**config.mk**
```make
export PLATFORM = sky130hd
export DESIGN_NAME = fp_cmp_arb
export DESIGN_NICKNAME = d
export VERILOG_FILES = /design/src/rtl/fp_pkg.sv /design/src/rtl/fp_cmp.sv /design/src/rtl/fp_cmp_arb.sv
export SDC_FILE = /design/constraint.sdc
export NUM_CORES = 1
export LEC_CHECK = 0
export CELL_PAD_IN_SITES_DETAIL_PLACEMENT = 0
export CELL_PAD_IN_SITES_GLOBAL_PLACEMENT = 1
export CORE_ASPECT_RATIO = 1.75
export CORE_MARGIN = 2
export CORE_UTILIZATION = 29
export CTS_CLUSTER_DIAMETER = 50
export DETAILED_ROUTE_END_ITERATION = 10
export PLACE_DENSITY_LB_ADDON = 0.1
export SKIP_LAST_GASP = 1
export SLEW_MARGIN = 5
export SYNTH_ARGS = -nofsm -noshare
export SYNTH_HDL_FRONTEND = slang
export SYNTH_SLANG_ARGS = --single-unit
export TNS_END_PERCENT = 10
```
**constraint.sdc**
```tcl
create_clock -name clk_i -period 2.5 [get_ports clk_i]
set_input_delay 0.25 -clock clk_i [delete_from_list [all_inputs] [get_ports clk_i]]
set_output_delay 0.25 -clock clk_i [all_outputs]
set_load 0.02 [all_outputs]
```
**src/rtl/fp_pkg.sv**
```systemverilog
// Shared floating-point types: formats, exception flags, compare opcodes and
// the arbiter FSM encoding used by the compare sequencer.
package fp_pkg;

  typedef enum logic [1:0] {
    FP32 = 2'd0,
    FP64 = 2'd1,
    FP16 = 2'd2,
    BF16 = 2'd3
  } fp_format_e;

  typedef struct packed {
    logic nv;
    logic dz;
    logic of;
    logic uf;
    logic nx;
  } status_t;

  typedef enum logic [1:0] {
    CMP_LT  = 2'b00,
    CMP_LE  = 2'b01,
    CMP_EQ  = 2'b10,
    CMP_RSV = 2'b11
  } cmp_op_e;

  typedef enum logic [1:0] {
    IDLE = 2'd0,
    EXEC = 2'd1,
    RESP = 2'd2
  } arb_state_e;

  function automatic int unsigned fp_width(input fp_format_e fmt);
    case (fmt)
      FP64:    return 64;
      FP16:    return 16;
      BF16:    return 16;
      default: return 32;
    endcase
  endfunction

  function automatic int unsigned fp_exp_bits(input fp_format_e fmt);
    case (fmt)
      FP64:    return 11;
      FP16:    return 5;
      default: return 8;
    endcase
  endfunction

  function automatic int unsigned fp_man_bits(input fp_format_e fmt);
    return fp_width(fmt) - fp_exp_bits(fmt) - 1;
  endfunction

endpackage

```
**src/rtl/fp_cmp.sv**
```systemverilog
// Single-cycle IEEE-754 comparator. eq_en_i selects a quiet compare (only
// signalling NaNs raise NV); otherwise any NaN raises NV.
module fp_cmp
  import fp_pkg::*;
#(
  parameter fp_format_e FP_FORMAT = FP32,
  localparam int unsigned W = fp_width(FP_FORMAT),
  localparam int unsigned E = fp_exp_bits(FP_FORMAT),
  localparam int unsigned M = fp_man_bits(FP_FORMAT)
) (
  input  logic         start_i,
  input  logic         eq_en_i,
  input  logic [W-1:0] a_i,
  input  logic [W-1:0] b_i,
  output logic         lt_o,
  output logic         le_o,
  output logic         eq_o,
  output status_t      flags_o,
  output logic         done_o
);

  logic a_nan, b_nan, a_snan, b_snan, any_nan;
  logic both_zero, mag_lt, mag_eq, lt_raw, eq_raw;

  always_comb begin
    a_nan     = (&a_i[W-2 -: E]) & (|a_i[M-1:0]);
    b_nan     = (&b_i[W-2 -: E]) & (|b_i[M-1:0]);
    a_snan    = a_nan & ~a_i[M-1];
    b_snan    = b_nan & ~b_i[M-1];
    any_nan   = a_nan | b_nan;
    both_zero = ~(|a_i[W-2:0]) & ~(|b_i[W-2:0]);
    mag_lt    = a_i[W-2:0] < b_i[W-2:0];
    mag_eq    = a_i[W-2:0] == b_i[W-2:0];
    eq_raw    = both_zero | (a_i == b_i);

    // Sign-magnitude ordering; +0 and -0 are equal.
    if (both_zero)                lt_raw = 1'b0;
    else if (a_i[W-1] != b_i[W-1]) lt_raw = a_i[W-1];
    else if (!a_i[W-1])           lt_raw = mag_lt;
    else                          lt_raw = ~mag_lt & ~mag_eq;

    lt_o       = start_i & ~any_nan & lt_raw;
    eq_o       = start_i & ~any_nan & eq_raw;
    le_o       = start_i & ~any_nan & (lt_raw | eq_raw);
    flags_o    = '0;
    flags_o.nv = start_i & (eq_en_i ? (a_snan | b_snan) : any_nan);
    done_o     = start_i;
  end

endmodule

```
**src/rtl/fp_cmp_arb.sv**
```systemverilog
// Round-robin arbiter that time-shares one fp_cmp among NUM_REQ requesters
// and returns result, requester id and flags on a registered response port.
module fp_cmp_arb
  import fp_pkg::*;
#(
  parameter fp_format_e  FP_FORMAT = FP32,
  parameter int unsigned NUM_REQ   = 4,
  localparam int unsigned FP_WIDTH = fp_width(FP_FORMAT),
  localparam int unsigned ID_W     = $clog2(NUM_REQ)
) (
  input  logic                               clk_i,
  input  logic                               rst_i,
  input  logic [NUM_REQ-1:0]                 req_valid_i,
  output logic [NUM_REQ-1:0]                 req_ready_o,
  input  logic [NUM_REQ-1:0][FP_WIDTH-1:0]   req_a_i,
  input  logic [NUM_REQ-1:0][FP_WIDTH-1:0]   req_b_i,
  input  logic [NUM_REQ-1:0][1:0]            req_op_i,
  output logic                               rsp_valid_o,
  input  logic                               rsp_ready_i,
  output logic [ID_W-1:0]                    rsp_id_o,
  output logic                               rsp_result_o,
  output status_t                            rsp_flags_o,
  output logic                               rsp_err_o,
  output arb_state_e                         dbg_state_o
);

  // Handshakes: a transfer happens on a rising edge where valid and ready are
  // both high; valid never waits on ready, and the response holds until taken.

  function automatic logic [ID_W:0] rr_pick(input logic [NUM_REQ-1:0] valid,
                                            input logic [ID_W-1:0]    ptr);
    logic              found;
    logic [ID_W-1:0]   idx;
    int unsigned       j;
    found = 1'b0;
    idx   = '0;
    for (int unsigned k = 0; k < NUM_REQ; k++) begin
      j = (32'(ptr) + k) % NUM_REQ;
      if (!found && valid[j]) begin
        found = 1'b1;
        idx   = ID_W'(j);
      end
    end
    return {found, idx};
  endfunction

  arb_state_e          state_q, state_d;
  logic [ID_W-1:0]     ptr_q, win_idx, id_q;
  logic                win_found, accept;
  logic [FP_WIDTH-1:0] a_q, b_q;
  cmp_op_e             op_q;
  logic                cmp_start, cmp_eq_en, cmp_lt, cmp_le, cmp_eq, cmp_done;
  status_t             cmp_flags;

  assign {win_found, win_idx} = rr_pick(req_valid_i, ptr_q);
  assign accept      = (state_q == IDLE) && win_found;
  assign dbg_state_o = state_q;

  always_ff @(posedge clk_i) begin
    if (rst_i) state_q <= IDLE;
    else       state_q <= state_d;
  end

  always_comb begin
    state_d = state_q;
    case (state_q)
      IDLE:    if (win_found)   state_d = EXEC;
      EXEC:    if (cmp_done)    state_d = RESP;
      RESP:    if (rsp_ready_i) state_d = IDLE;
      default:                  state_d = IDLE;
    endcase
  end

  always_comb begin
    req_ready_o = '0;
    if (accept) req_ready_o[win_idx] = 1'b1;
    cmp_start = (state_q == EXEC);
    cmp_eq_en = (op_q == CMP_EQ);
  end

  fp_cmp #(.FP_FORMAT(FP_FORMAT)) u_fp_cmp (
    .start_i (cmp_start),
    .eq_en_i (cmp_eq_en),
    .a_i     (a_q),
    .b_i     (b_q),
    .lt_o    (cmp_lt),
    .le_o    (cmp_le),
    .eq_o    (cmp_eq),
    .flags_o (cmp_flags),
    .done_o  (cmp_done)
  );

  always_ff @(posedge clk_i) begin
    if (rst_i) begin
      ptr_q        <= '0;
      a_q          <= '0;
      b_q          <= '0;
      op_q         <= CMP_LT;
      id_q         <= '0;
      rsp_valid_o  <= 1'b0;
      rsp_id_o     <= '0;
      rsp_result_o <= 1'b0;
      rsp_flags_o  <= '0;
      rsp_err_o    <= 1'b0;
    end else begin
      if (accept) begin
        a_q   <= req_a_i[win_idx];
        b_q   <= req_b_i[win_idx];
        op_q  <= cmp_op_e'(req_op_i[win_idx]);
        id_q  <= win_idx;
        ptr_q <= (win_idx == ID_W'(NUM_REQ - 1)) ? '0 : win_idx + 1'b1;
      end
      if (state_q == EXEC && cmp_done) begin
        rsp_valid_o <= 1'b1;
        rsp_id_o    <= id_q;
        rsp_err_o   <= (op_q == CMP_RSV);
        rsp_flags_o <= (op_q == CMP_RSV) ? '0 : cmp_flags;
        case (op_q)
          CMP_LT:  rsp_result_o <= cmp_lt;
          CMP_LE:  rsp_result_o <= cmp_le;
          CMP_EQ:  rsp_result_o <= cmp_eq;
          default: rsp_result_o <= 1'b0;
        endcase
      end else if (state_q == RESP && rsp_ready_i) begin
        rsp_valid_o <= 1'b0;
      end
    end
  end

endmodule

```
==> metrics <==
part of the power in registers=28.8%; global-route wire length before repair=34,600 um; CP startpoint kind=input pin; RD Place Congestion=0.816; clock edge transition at the registers on the reported setup and hold paths=0.06 ns; Post-Route WL=22,800 um; number of synthesized flops with an enable pin=0; CTS Buf Count=9; Clock Path Buffers=2; syn avg cell area=8.15 sq um; Layout area overhead=64.3%; Initial Utilization=29.3%; num rows=68; sw frac=34.7%; Peak VDD IR=0.296 mV; clock group share of total power=24.8%; worst min path class=input pin to flip-flop; Final TNS setup=0 ns; Reg2Reg Capture Point=rsp_result_o; CTS tree=done; Setup crit end=req_ready_o[3]; Die ar.=21,100 sq um; Int Pwr=3.81 mW; Power Density=617 nW/um^2; area of the multi-input gates=3790 sq um; ys flop type=dfxtp_1; Routed WL per cell=18.2 um; initial antenna violation count=0; Setup WS pre-CTS=-0.0412 ns; Via-to-Cell Ratio=5.01; crit path DAT=2.21 ns; status=finished, final reports clean; area leader, netlist=dfxtp_1; Tmin final=2.46 ns; YS warnings=0; post-route insts no fill=1,253; Sink Count=78; Clock Tree Root=clkbuf_16; Mapped Cells=707; # fillers=2,003; Worst R2R Setup Slack=0.14 ns; period utilisation layout=98.2%; layout cells sized above 1=13.1%; GRT Overall Usage=20.8%; n_diodes=0; CP Class=input pin to primary output; number of synthesized register bits=78; Remaining DRCs=0; total power=5.84 mW; top cells by area, synth=dfxtp_1, mux2_2, mux2i_1; Die Y=191 um; Setup-failing EPs final=0; dpl hpwl=18,600 um; final core occ=48.2%; Max Freq=407 MHz; Vias=6,274; FF-to-FF path depth=9; ANT nets after route=0; Pleak=3.78 nW; IO Port Bufs=282; final hold vios=0; post-synthesis sequential area ratio=27.1%; placed insts=1,238; Max-Cap Viols=0; clock latency at the later pin of the worst-skew pair=0.34 ns; DIE WIDTH=111 um; worst r2r src=b_q[20]; library cells used by synthesis=43; worst relative slew slack=62.8%; layout net count=1,314; Reg area=1560 sq um; Worst Setup SP=req_valid_i[0]; num ports=287; RSZ-0062 raised after global routing=true; Synth Cell Area=5760 sq um; total grt overflow=0; htree depth=3; fin. max-slew vios=0; Layout Skew=0.00506 ns; Sw Pwr=2.03 mW; crit-path max FO=5; Pre-antenna DRT Iters=4; worst slew pin tran=0.544 ns; number of DRC markers in iteration 0=201; largest net degree at the start of global routing=50; core area=19,700 sq um; final setup margin=0.0439 ns; vias in the first global route=6,357; Post-synth ARST share=0%; Comb power frac=46.4%; crit path capture type=primary output; Worst EP required=2.25 ns; Yosys top cell area share=27.1%
==> critical path: stages <==
cell	delay, ns
clkdlybuf4s50_1	0.55
a21oi_1	0.09
o21a_1	0.19
o22ai_4	0.20
inv_2	0.07
ha_1	0.19
and2_1	0.13
clkdlybuf4s50_1	0.53
==> cell families after synthesis <==
kind of cell	Yosys count	share of synthesized area [%]
simple gates	214	17.1
compound gates	178	20.6
flops	78	27.1
other cells	1	0.0651
xor+xnor	1	0.152
fa+ha+maj	39	8.47
mux	102	18.8
buf+inv	94	7.77
==> cell usage in the layout, fill, tap and decap left out, drive strengths merged <==
cell           synthesis  routed
a2111oi                2       2
a211o                  1       1
a211oi                 5       5
a21boi                 1       1
a21o                   3       3
a21oi                 38      38
a22oi                 49      49
a32o                   1       1
and2                   4       4
buf                   35      58
bufinv                 0       2
clkbuf                21      11
clkdlybuf4s50          0     281
clkinv                 0       2
conb                   1       4
dfxtp                 78      78
ha                    39      39
inv                   38      38
mux2                  49      49
mux2i                 53      53
nand2                116     116
nand2b                 2       2
nand3                 22      22
nand3b                 1       1
nand4                 16      16
nor2                  20      20
nor2b                  1       1
nor3                   8       8
nor4                  21      21
o211ai                18      18
o21a                   3       3
o21ai                  5       5
o22ai                 50      50
o311ai                 1       1
o31ai                  1       1
or3                    2       2
or3b                   1       1
xor2                   1       1
==> synthesized netlist by cell type, types with 2 or more instances <==
cell type and number:
a2111oi_0 2, a211oi_1 5, a21o_1 3, a21oi_1 38, a22oi_1 49, and2_1 4
buf_2 16, buf_4 16, buf_6 2, clkbuf_1 21, dfxtp_1 78, ha_1 39
inv_1 37, mux2_2 49, mux2i_1 53, nand2_1 115, nand2b_1 2, nand3_1 22
nand4_1 16, nor2_1 19, nor3_1 8, nor4_1 20, o211ai_1 18, o21a_1 3
o21ai_0 5, o22ai_1 49, or3_1 2
==> what timing repair did <==
action	CTS	global route
hold buffers	0	0
pin swaps	1	0
endpoints found under the setup margin	4	5
gates resized for setup	2	0
hold endpoints to repair	0	0
setup buffers	0	0
==> worst min path at each step <==
| stage | start | to | cells past startpoint |
|---|---|---|---|
| 2_1_floorplan | req_a_i[78] | a_q[14] | 2 |
| 3_3_place_gp | id_q[0] | id_q[0] | 2 |
| 3_5_place_dp | id_q[1] | id_q[1] | 2 |
| 4_1_cts | rst_i | ptr_q[0] | 2 |
| 5_1_grt | rst_i | rsp_id_o[0] | 2 |
| 6_report | rst_i | ptr_q[0] | 2 |
==> power by group through the flow <==
stage               Combinational, mW  Clock (mW)  Sequential (mW)
floorplan                        1.59           0             1.64
global placement                 2.72           0             1.71
detailed placement               2.74           0             1.71
CTS                              2.75        1.48             1.69
global route                     3.01        1.53             1.71
finish                           2.71        1.45             1.68
==> state kept, by name, indices dropped and copies added (netlist names) <==
name / count
rsp_valid_o: 1
rsp_flags_o: 1
ptr_q: 2
rsp_id_o: 2
op_q: 2
dbg_state_o: 2
rsp_err_o: 1
a_q: 32
rsp_result_o: 1
b_q: 32
id_q: 2
==> final cells by class <==
| type | instances | share of cell area [%] |
|---|---|---|
| Clock buffer | 11 | 2.67 |
| Inverter | 38 | 1.51 |
| Sequential cell | 78 | 16.5 |
| Multi-Input combinational cell | 538 | 40.0 |
| Clock inverter | 4 | 0.740 |
| Tap cell | 245 | 3.24 |
| Timing Repair Buffer | 339 | 35.3 |
==> per-stage QoR <==
step	cell area, sq um	hold WS [ns]
2_1_floorplan	5780	0.420
3_3_place_gp	9140	0.442
3_5_place_dp	9140	0.449
4_1_cts	9470	0.249
5_1_grt	9470	0.268
6_report	9470	0.256
==> metal layers <==
layer,part of all wire (%),global-route usage (%),vias up
met3,4.0,3.43,23
met1,36,21.3,2884
met2,59,42.6,171
li1,-,-,3196
met4,1.7,5.87,0
met5,0,0,-
(Power assumes the default switching activity.)
